$ cat config.mk
export PLATFORM = sky130hd
export DESIGN_NAME = mac_operand_feeder_flat
export DESIGN_NICKNAME = d
export VERILOG_FILES = /design/src/rtl/mac_pkg.sv /design/src/rtl/mac_operand_feeder_if.sv /design/src/rtl/mac_pair_fifo.sv /design/src/rtl/mac_operand_feeder.sv /design/src/flat_wrapper.sv
export SDC_FILE = /design/constraint.sdc
export NUM_CORES = 1
export LEC_CHECK = 0
export ABC_CLOCK_PERIOD_IN_PS = 8800
export CAP_MARGIN = 10
export CORE_AREA = 2 2 179 313
export DETAILED_ROUTE_END_ITERATION = 10
export DIE_AREA = 0 0 181 315
export GPL_TIMING_DRIVEN = 0
export PLACE_DENSITY_LB_ADDON = 0.25
export SYNTH_ARGS = -nofsm -noshare
export SYNTH_HDL_FRONTEND = slang
export SYNTH_SLANG_ARGS = --single-unit
$ cat constraint.sdc
create_clock -name clk -period 8.8 [get_ports clk]
set_input_delay 2.64 -clock clk [delete_from_list [all_inputs] [get_ports clk]]
set_output_delay 2.64 -clock clk [all_outputs]
set_load 0.01 [all_outputs]
$ cat src/rtl/mac_pkg.sv
// Shared encodings for the MAC operand feeder: CPU-side and MAC-side
// command codes plus the front-end state encoding.
package mac_pkg;

  localparam int DATA_WIDTH_DEFAULT = 32;
  localparam int N_WIDTH_DEFAULT    = 2;

  typedef enum logic [1:0] {
    CPU_PUSH  = 2'd0,
    CPU_SYNC  = 2'd1,
    CPU_READ  = 2'd2,
    CPU_CLEAR = 2'd3
  } cpu_cmd_e;

  typedef enum logic [1:0] {
    MAC_CLEAR = 2'd0,
    MAC_ADD   = 2'd1,
    MAC_READ  = 2'd2
  } mac_cmd_e;

  typedef enum logic [2:0] {
    ST_IDLE,
    ST_PUSH_WAIT,
    ST_DRAIN,
    ST_ISSUE_CMD,
    ST_WAIT_CMD,
    ST_RESP
  } fe_state_e;

endpackage

$ cat src/rtl/mac_operand_feeder_if.sv
// Custom-instruction handshake shared by the CPU port and the MAC port:
// the master drives command/operands, the slave answers with result/done.
interface mac_operand_feeder_if #(
  parameter int DATA_WIDTH = mac_pkg::DATA_WIDTH_DEFAULT,
  parameter int N_WIDTH    = mac_pkg::N_WIDTH_DEFAULT
);
  logic                  clk_en;
  logic                  start;
  logic [N_WIDTH-1:0]    n;
  logic [DATA_WIDTH-1:0] dataa;
  logic [DATA_WIDTH-1:0] datab;
  logic [DATA_WIDTH-1:0] result;
  logic                  done;

  modport master (output clk_en, start, n, dataa, datab, input result, done);
  modport slave  (input clk_en, start, n, dataa, datab, output result, done);
endinterface

$ cat src/rtl/mac_pair_fifo.sv
// Operand-pair FIFO: registered storage, head captured into a register on
// pop so the popped pair stays stable on the MAC operand bus.
module mac_pair_fifo #(
  parameter int WIDTH      = 64,
  parameter int DEPTH      = 8,
  parameter int ADDR_WIDTH = 3
) (
  input  logic                  clk,
  input  logic                  aclr_n,
  input  logic                  push,
  input  logic [WIDTH-1:0]      push_data,
  input  logic                  pop,
  output logic [WIDTH-1:0]      head,
  output logic                  full,
  output logic                  empty,
  output logic [ADDR_WIDTH:0]   count
);

  logic [WIDTH-1:0]      mem [DEPTH];
  logic [ADDR_WIDTH-1:0] wr_ptr;
  logic [ADDR_WIDTH-1:0] rd_ptr;
  logic                  do_push;
  logic                  do_pop;

  assign full    = (count == (ADDR_WIDTH+1)'(DEPTH));
  assign empty   = (count == '0);
  assign do_pop  = pop & ~empty;
  // A full FIFO still accepts a write in the same cycle its head is popped.
  assign do_push = push & (~full | do_pop);

  always_ff @(posedge clk) begin
    if (do_push) mem[wr_ptr] <= push_data;
  end

  always_ff @(posedge clk or negedge aclr_n) begin
    if (!aclr_n) begin
      wr_ptr <= '0;
      rd_ptr <= '0;
      count  <= '0;
      head   <= '0;
    end else begin
      if (do_push) wr_ptr <= wr_ptr + ADDR_WIDTH'(1);
      if (do_pop) begin
        rd_ptr <= rd_ptr + ADDR_WIDTH'(1);
        head   <= mem[rd_ptr];
      end
      count <= count + (ADDR_WIDTH+1)'(do_push) - (ADDR_WIDTH+1)'(do_pop);
    end
  end

endmodule

$ cat src/rtl/mac_operand_feeder.sv
// Queues CPU operand pairs and feeds them to the MAC as ADDs; READ, CLEAR
// and SYNC wait for the queue and the MAC to drain before completing.
module mac_operand_feeder
  import mac_pkg::*;
#(
  parameter int DATA_WIDTH = DATA_WIDTH_DEFAULT,
  parameter int DEPTH      = 8,
  parameter int ADDR_WIDTH = 3,
  parameter int N_WIDTH    = N_WIDTH_DEFAULT
) (
  input  logic clk,
  input  logic aclr_n,
  mac_operand_feeder_if.slave  cpu,
  mac_operand_feeder_if.master mac
);

  localparam int PAIR_WIDTH = 2 * DATA_WIDTH;

  fe_state_e             state;
  cpu_cmd_e              cmd_q;
  logic [DATA_WIDTH-1:0] a_q;
  logic [DATA_WIDTH-1:0] b_q;
  logic                  mac_busy;

  logic                  push;
  logic                  pop;
  logic                  full;
  logic                  empty;
  logic [PAIR_WIDTH-1:0] push_data;
  logic [PAIR_WIDTH-1:0] head;
  logic [ADDR_WIDTH:0]   count;
  logic [ADDR_WIDTH:0]   occ_after_push;

  logic                  accept;
  logic                  push_idle;
  logic                  push_wait;
  logic                  drain_done;
  logic                  fe_issue;

  assign accept     = cpu.clk_en & cpu.start & (state == ST_IDLE);
  assign push_idle  = accept & (cpu_cmd_e'(cpu.n) == CPU_PUSH) & ~full;
  assign pop        = ~empty & ~mac_busy & (state != ST_ISSUE_CMD);
  assign push_wait  = (state == ST_PUSH_WAIT) & (~full | pop);
  assign push       = push_idle | push_wait;
  assign push_data  = (state == ST_PUSH_WAIT) ? {a_q, b_q} : {cpu.dataa, cpu.datab};
  // Occupancy reported to the CPU already accounts for a pop on the same edge.
  assign occ_after_push = count + (ADDR_WIDTH+1)'(1) - (ADDR_WIDTH+1)'(pop);
  assign drain_done = empty & ~mac_busy;
  assign fe_issue   = (state == ST_DRAIN) & drain_done & (cmd_q != CPU_SYNC);

  assign mac.dataa = head[PAIR_WIDTH-1:DATA_WIDTH];
  assign mac.datab = head[DATA_WIDTH-1:0];

  mac_pair_fifo #(
    .WIDTH      (PAIR_WIDTH),
    .DEPTH      (DEPTH),
    .ADDR_WIDTH (ADDR_WIDTH)
  ) u_fifo (
    .clk       (clk),
    .aclr_n    (aclr_n),
    .push      (push),
    .push_data (push_data),
    .pop       (pop),
    .head      (head),
    .full      (full),
    .empty     (empty),
    .count     (count)
  );

  always_ff @(posedge clk or negedge aclr_n) begin
    if (!aclr_n) begin
      state      <= ST_IDLE;
      cmd_q      <= CPU_PUSH;
      a_q        <= '0;
      b_q        <= '0;
      cpu.result <= '0;
      cpu.done   <= 1'b0;
    end else begin
      cpu.done <= 1'b0;
      case (state)
        ST_IDLE: begin
          if (accept) begin
            cmd_q <= cpu_cmd_e'(cpu.n);
            a_q   <= cpu.dataa;
            b_q   <= cpu.datab;
            if (cpu_cmd_e'(cpu.n) == CPU_PUSH) begin
              if (push_idle) begin
                cpu.result <= DATA_WIDTH'(occ_after_push);
                cpu.done   <= 1'b1;
                state      <= ST_RESP;
              end else begin
                state <= ST_PUSH_WAIT;
              end
            end else begin
              state <= ST_DRAIN;
            end
          end
        end
        ST_PUSH_WAIT: begin
          if (push_wait) begin
            cpu.result <= DATA_WIDTH'(occ_after_push);
            cpu.done   <= 1'b1;
            state      <= ST_RESP;
          end
        end
        ST_DRAIN: begin
          if (drain_done) begin
            if (cmd_q == CPU_SYNC) begin
              cpu.result <= '0;
              cpu.done   <= 1'b1;
              state      <= ST_RESP;
            end else begin
              state <= ST_ISSUE_CMD;
            end
          end
        end
        ST_ISSUE_CMD: state <= ST_WAIT_CMD;
        ST_WAIT_CMD: begin
          if (mac.done) begin
            cpu.result <= mac.result;
            cpu.done   <= 1'b1;
            state      <= ST_RESP;
          end
        end
        ST_RESP: state <= ST_IDLE;
        default: state <= ST_IDLE;
      endcase
    end
  end

  // Issue engine: one MAC command in flight; the front-end command is
  // launched on the DRAIN->ISSUE_CMD edge so mac_start is high in ISSUE_CMD.
  always_ff @(posedge clk or negedge aclr_n) begin
    if (!aclr_n) begin
      mac_busy   <= 1'b0;
      mac.start  <= 1'b0;
      mac.clk_en <= 1'b0;
      mac.n      <= '0;
    end else begin
      mac.start  <= 1'b0;
      mac.clk_en <= 1'b0;
      if (pop) begin
        mac.start  <= 1'b1;
        mac.clk_en <= 1'b1;
        mac.n      <= N_WIDTH'(MAC_ADD);
        mac_busy   <= 1'b1;
      end else if (fe_issue) begin
        mac.start  <= 1'b1;
        mac.clk_en <= 1'b1;
        mac.n      <= (cmd_q == CPU_READ) ? N_WIDTH'(MAC_READ) : N_WIDTH'(MAC_CLEAR);
        mac_busy   <= 1'b1;
      end else if (mac.done) begin
        mac_busy <= 1'b0;
      end
    end
  end

endmodule
$ cat src/flat_wrapper.sv
// flat-port wrapper written by rule: the top's interface ports become plain ports
module mac_operand_feeder_flat import mac_pkg::*;
#(
  parameter int DATA_WIDTH = DATA_WIDTH_DEFAULT,
  parameter int DEPTH      = 8,
  parameter int ADDR_WIDTH = 3,
  parameter int N_WIDTH    = N_WIDTH_DEFAULT
)
  (clk, aclr_n, cpu_clk_en, cpu_start, cpu_n, cpu_dataa, cpu_datab, cpu_result, cpu_done, mac_clk_en, mac_start, mac_n, mac_dataa, mac_datab, mac_result, mac_done);
  mac_operand_feeder_if #(.DATA_WIDTH(DATA_WIDTH), .N_WIDTH(N_WIDTH)) cpu_i ();
  mac_operand_feeder_if #(.DATA_WIDTH(DATA_WIDTH), .N_WIDTH(N_WIDTH)) mac_i ();
  input  logic clk;
  input  logic aclr_n;
  input wire logic [$bits(cpu_i.clk_en)-1:0] cpu_clk_en;
  input wire logic [$bits(cpu_i.start)-1:0] cpu_start;
  input wire logic [$bits(cpu_i.n)-1:0] cpu_n;
  input wire logic [$bits(cpu_i.dataa)-1:0] cpu_dataa;
  input wire logic [$bits(cpu_i.datab)-1:0] cpu_datab;
  output wire logic [$bits(cpu_i.result)-1:0] cpu_result;
  output wire logic [$bits(cpu_i.done)-1:0] cpu_done;
  output wire logic [$bits(mac_i.clk_en)-1:0] mac_clk_en;
  output wire logic [$bits(mac_i.start)-1:0] mac_start;
  output wire logic [$bits(mac_i.n)-1:0] mac_n;
  output wire logic [$bits(mac_i.dataa)-1:0] mac_dataa;
  output wire logic [$bits(mac_i.datab)-1:0] mac_datab;
  input wire logic [$bits(mac_i.result)-1:0] mac_result;
  input wire logic [$bits(mac_i.done)-1:0] mac_done;
  assign cpu_i.clk_en = cpu_clk_en;
  assign cpu_i.start = cpu_start;
  assign cpu_i.n = cpu_n;
  assign cpu_i.dataa = cpu_dataa;
  assign cpu_i.datab = cpu_datab;
  assign cpu_result = cpu_i.result;
  assign cpu_done = cpu_i.done;
  assign mac_clk_en = mac_i.clk_en;
  assign mac_start = mac_i.start;
  assign mac_n = mac_i.n;
  assign mac_dataa = mac_i.dataa;
  assign mac_datab = mac_i.datab;
  assign mac_i.result = mac_result;
  assign mac_i.done = mac_done;
  mac_operand_feeder #(.DATA_WIDTH(DATA_WIDTH), .DEPTH(DEPTH), .ADDR_WIDTH(ADDR_WIDTH), .N_WIDTH(N_WIDTH)) u_core (.clk(clk), .aclr_n(aclr_n), .cpu(cpu_i), .mac(mac_i));
endmodule
* Yosys cells after proc, flatten, opt, wreduce, memory -nomap -nowiden
Memories as Yosys holds them, arrays and structs flattened. A register that Yosys moved wholly into a read port is not among the register bits.
Index checks and enable logic that the tools add are counted.
** Cells by class
- Add/sub/neg operators :: 6
- Eq/ne operators :: 16
- Mux-type cells :: 35
- Bitwise gates (word level) :: 18
- Reductions and logical operators :: 10
** Operators by type and width (count)
- $mux W32 :: 7
- $pmux W32 S4 :: 1
- $mux W64 :: 1
- $mux W3 :: 7
- $pmux W3 S5 :: 1
- $mux W1 :: 14
- $and A1 B1 Y1 :: 12
- $ne A2 B1 Y1 const B :: 5
- $reduce_and A8 Y1 :: 1
- $sub A4 B1 Y4 :: 2
- $add A3 B1 Y3 const B :: 2
- $eq A3 B2 Y1 const B :: 2
- $mux W2 :: 3
- $ne A2 B2 Y1 const B :: 3
- $add A4 B1 Y4 :: 1
- $add A4 B1 Y4 const B :: 1
- $eq A4 B4 Y1 const B :: 1
- $logic_not A4 Y1 :: 1
- $pmux W1 S4 :: 1
- $reduce_and A4 Y1 :: 1
- $reduce_bool A4 Y1 :: 1
- $eq A3 B1 Y1 const B :: 1
- $eq A3 B3 Y1 const B :: 1
- $logic_not A3 Y1 :: 1
- 10 further kinds :: 14
** Word-level totals
- Flip-flop bits (word level) :: 116
- Bits in writable memories :: 512
- Input port bits :: 103
- Output and inout bits :: 101
- Logic and storage cells :: 98
- Memories :: 1
** Memories
- u_core.u_fifo.mem :: depth 8, width 64, rd ports 1, clocked after memory_dff 1, wr ports 1, line mac_pair_fifo.sv:19 : logic [WIDTH-1:0] mem [DEPTH];

* Logic depth before layout (Yosys ltp)
- Depth in word-level cells :: 10
- Gate-level depth with buffers :: 13
- Mapped depth without buffers :: 12

* Cells and area by module
From an unflattened synthesis, not the netlist that was laid out.
** Second synthesis, totals
- Cells, all modules :: 1634
- Area total of the unflattened synthesis :: 28103.2 sq um
** Modules (own cells, without submodules)
- mac_pair_fifo :: times used 1, cells an instance 1226, area each 22917.0 sq um, seq. area each 17226.5 sq um
- mac_operand_feeder :: times used 1, cells an instance 408, area each 5186.2 sq um, seq. area each 2652.5 sq um

* Worst setup path before layout
OpenSTA, ideal clock, no wires.
- Path kind :: input -> register
- Start point :: input cpu_n[1]
- End point :: memory u_core.u_fifo.mem[1][0], enable pin
- Library setup time :: 667 ps
- Data arrival time :: 9981 ps
- Data required time :: 8133 ps
- Path slack :: -1848 ps
- Cell stages on the path :: 5
- Buffers on the path :: 1
- Cell sequence :: nor2_1 > nand4b_1 > and2_1 > buf_2 > nor4b_1
** Between the ends
- Word-level cells in the longest chain between the ends :: 7
** RTL lines
- start: declaration :: line flat_wrapper.sv:16 : input wire logic [$bits(cpu_i.n)-1:0] cpu_n;
- $logic_not A2 Y1 :: line mac_operand_feeder.sv:41 : assign push_idle = accept & (cpu_cmd_e'(cpu.n) == CPU_PUSH) & ~full;
- $and A1 B1 Y1 (2 in a row) :: line mac_operand_feeder.sv:41
- $or A1 B1 Y1 :: line mac_operand_feeder.sv:44 : assign push = push_idle | push_wait;
- $and A1 B1 Y1 :: line mac_pair_fifo.sv:29 : assign do_push = push & (~full | do_pop);
- $mux W1 :: line mac_pair_fifo.sv:32 : if (do_push) mem[wr_ptr] <= push_data;
- $mux W1 (implied by the code) :: line mac_pair_fifo.sv:32
- end: declaration :: line mac_pair_fifo.sv:19
No other way between the ends.

* Worst setup path in the final report
- Start point :: input cpu_n[1]
- End point :: memory u_core.u_fifo.mem[1][55], enable pin
The elaborated chain is that of the path after synthesis.

==> metrics.md <==
| Metric | Value |
|---|---|
| Status | finished clean |
| Crit path to | u_core.u_fifo.mem[1][55]$_DFFE_PP_ |
| Number of synthesized flops with an enable pin | approximately 510 |
| H-tree lvl count | 2 |
| Worst Path Arrival | a little under 6 ns |
| Setup crit start | cpu_n[1] |
| Reg2Reg Launch Point | u_core.u_fifo.count[2]$_DFF_PN0_ |
| P_sw | 3.590 mW |
| Commonest non-fill, non-tap cell in the layout | edfxtp_1 |
| Fmax | roughly 0.18 GHz |
| Largest area contributor in the netlist | edfxtp_1 |
| Period Utilization, post-route | between 60% and 70% |
| Worst R2R Path Depth | 13 |
| Num rows | 114 |
| NumNets Final | between 1.5k and 2k |
| Sequential-to-total area share from yosys stat | 73.44% |
| Postcts setup bufs | 0 |
| Chip Width | ~180 um |
| Core Area | roughly 55,000 um^2 |
| Hold-fix buffers, CTS | 0 |
| DRC violations left | 0 |
| Hold Crit Class | reg2reg |
| WL per Instance | between 20 and 25 um |
| Fin. max-slew vios | 0 |
| GRT Util Overall | between 20% and 30% |
| Clk sink count | about 690 |
| CTS Buf Count | 58 |
| Most frequent cells in the layout | edfxtp_1, clkdlybuf4s50_1, dfrtp_1 |
| Fill cells | just over 4k |
| R2R setup slack | between 4 and 5 ns |
| Die Y | approximately 320 um |
| Design Power | ~11 mW |
| Switching Share | a little under a third |
| Setup CP Type | in2reg |
| YS warnings | 0 |
| Layout cells sized above 1 | between 20% and 30% |
| Asr flop ratio synth | 26.01% |
| First-pass GRT wire length | between 90,000 and 100,000 um |
| Logic pwr share | a little over a third |
| Net Count, Synth | about 1.5k |
| Least-Margin Pin Slew | 0.9880 ns |
| I/O Buffers | 203 |
| Pint | 7.816 mW |
| Via count of the routed design | roughly 14k |
| Largest net degree at the start of global routing | between 100 and 150 |
| Hold Vio Cnt, Final | 0 |
| CP max FO | 10 |
| Critical Path RT | 9.11 ns |
| Dominant cells by area after synthesis | edfxtp_1, dfrtp_1, mux4_2 |
| Synth Register Bits | just under 700 |
| Leak pwr | 11.49 nW |
| CTS tree | yes |
| Top cell type's share of synthesized area | a little under three fifths |
| Post-route design area | 32,700 um^2 |
| Placed inst area | 30,830 um^2 |
| Syn avg cell area | 19.12 um^2 |
| Hpwl dp | around 42,000 um |
| Fin crit period | 5.572 ns |
| Critical path startpoint category | primary input |
| Root buffer cell | clkbuf_16 |
| RD Place Congestion | 0.8085 |
| Io pins | 204 |
| Average vias per placed instance | 5.568 |
| Flop pwr share | approximately two fifths |
| Peak VDD IR | around 0.19 mV |
| Max transition margin | between 30% and 40% |
| Max-cap viol count | 0 |
| Final wirelength | 59,950 um |
| Top_reg_cell synth | edfxtp_1 |
| Pwr per Cell Area | ~350 nW/um^2 |
| Post-synthesis cell type count | 47 |
| Critical Path Sink Type | flip-flop |
| Syn Inst Count | between 1k and 1.5k |
| CTS max path bufs | 3 |
| Vias in the first global route | about 15k |
| Worst r2r dst | u_core.cpu.result[3]$_DFFE_PN0P_ |
| Post-synthesis cell area | 27,070 um^2 |
| Initial antenna violation count | 2 |
| First-pass detailed-route iteration total | 4 |
| Routed Antenna Nets | 0 |
| Initial DRC count | 820 |
| Clk_skew | around 0.019 ns |
| Final setup fails | 0 |
| Clock Pin Slew Worst Setup and Hold Paths | ~0.060 ns |
| Clock Latency Late Sink | about 0.61 ns |
| P&R area growth vs syn | 20.81% |
| RSZ-0062 raised after global routing | no |
| Starting Density | between 40% and 50% |
| Clock group share of total power | ~22% |
| Die area | ~57,000 um^2 |
| Gr ovfl total | 0 |
| Post-CTS sizing | 0 |
==> cell families after synthesis <==
group	synth area share, %
flops	73.44
mux	19.70
xor+xnor	0.2265
simple gates	2.403
buf+inv	1.784
compound gates	1.863
fa+ha+maj	0.5824
==> worst min-delay path by stage <==
stage / from / endpoint / slack, ns / cells past startpoint
floorplan: u_core.a_q[2]$_DFFE_PN0P_ / u_core.a_q[2]$_DFFE_PN0P_ / 0.47 / 1
global placement: u_core.mac.n[0]$_DFFE_PN0P_ / u_core.mac.n[0]$_DFFE_PN0P_ / 0.47 / 2
detailed placement: u_core.mac.n[0]$_DFFE_PN0P_ / u_core.mac.n[0]$_DFFE_PN0P_ / 0.47 / 2
CTS: u_core.mac.n[0]$_DFFE_PN0P_ / u_core.mac.n[0]$_DFFE_PN0P_ / 0.49 / 2
global route: u_core.mac.n[0]$_DFFE_PN0P_ / u_core.mac.n[0]$_DFFE_PN0P_ / 0.52 / 2
finish: u_core.mac.n[0]$_DFFE_PN0P_ / u_core.mac.n[0]$_DFFE_PN0P_ / 0.49 / 2
==> stage by stage <==
step	utilization [%]	TNS [ns]	worst slack, ns	std cells	hold slack (ns)
after floorplan	-	-616.14	-1.848	1416	0.4749
after global placement	54.72	-4736.53	-9.652	2315	0.4678
after detailed placement	56.29	0	2.636	2395	0.4733
after CTS	59.70	0	3.244	2504	0.4897
after global routing	59.70	0	3.074	2504	0.5150
final	59.71	0	3.228	2505	0.4865
==> cell usage after synthesis (all sizes together), types with 4 or more instances <==
library cell / instances
xnor2: 4
nor3b: 4
mux4: 128
nor2b: 4
buf: 31
mux2i: 93
ha: 11
dfrtp: 180
o21ai: 5
a21oi: 70
inv: 38
nand2b: 4
mux2: 135
edfxtp: 512
nand2: 41
clkbuf: 46
nor2: 73
==> power groups by stage <==
| stage | clock [mW] | combinational, mW | sequential (mW) |
|---|---|---|---|
| 2_1_floorplan | 0 | 2.44 | 4.93 |
| 3_3_place_gp | 0 | 3.91 | 4.94 |
| 3_5_place_dp | 0 | 4.14 | 4.86 |
| 4_1_cts | 2.59 | 4.16 | 4.79 |
| 5_1_grt | 2.71 | 4.41 | 4.86 |
| 6_report | 2.55 | 4.07 | 4.79 |
==> critical path: stages <==
cell,delay (ns)
clkdlybuf4s50_1,0.44
nor2_1,0.26
nand4b_1,0.25
and2_1,0.23
buf_2,0.24
nor4b_2,0.58
buf_4,0.28
buf_4,0.19
buf_4,0.19
buf_4,0.20
buf_4,0.19
buf_4,0.17
==> layer usage <==
metal  global-route usage, %  up-vias  part of all wire, %
met2                   38.65      383                   53
met4                   6.116        4                  2.4
met5                       0        -                0.045
li1                        -     6193                    -
met3                   2.876       93                  4.9
met1                   26.87     7274                   40
==> registers in the layout (all words and copies together) (netlist names) <==
| register | cells |
|---|---|
| u_core.u_fifo.count | 4 |
| u_core.a_q | 32 |
| u_core.u_fifo.rd_ptr | 3 |
| u_core.u_fifo.mem | 512 |
| u_core.b_q | 32 |
| u_core.mac_busy | 1 |
| u_core.u_fifo.head | 64 |
| u_core.state | 3 |
| u_core.mac.n | 2 |
| u_core.mac.clk_en | 1 |
| u_core.cmd_q | 2 |
| u_core.cpu.done | 1 |
| u_core.u_fifo.wr_ptr | 3 |
| u_core.cpu.result | 32 |
==> final cells by class <==
type / count / area [um^2] / share of cell area [%]
Multi-Input combinational cell: 609 / 6779 / 20.73
Tap cell: 696 / 870.8 / 2.663
Clock buffer: 87 / 1652 / 5.050
Antenna cell: 1 / 2.502 / 0.007652
Clock inverter: 22 / 217.7 / 0.6657
Sequential cell: 692 / 19880 / 60.79
Timing Repair Buffer: 283 / 2819 / 8.620
Buffer: 77 / 340.3 / 1.041
Inverter: 38 / 142.6 / 0.4362
Note: power is estimated with default switching activity, not from simulation.
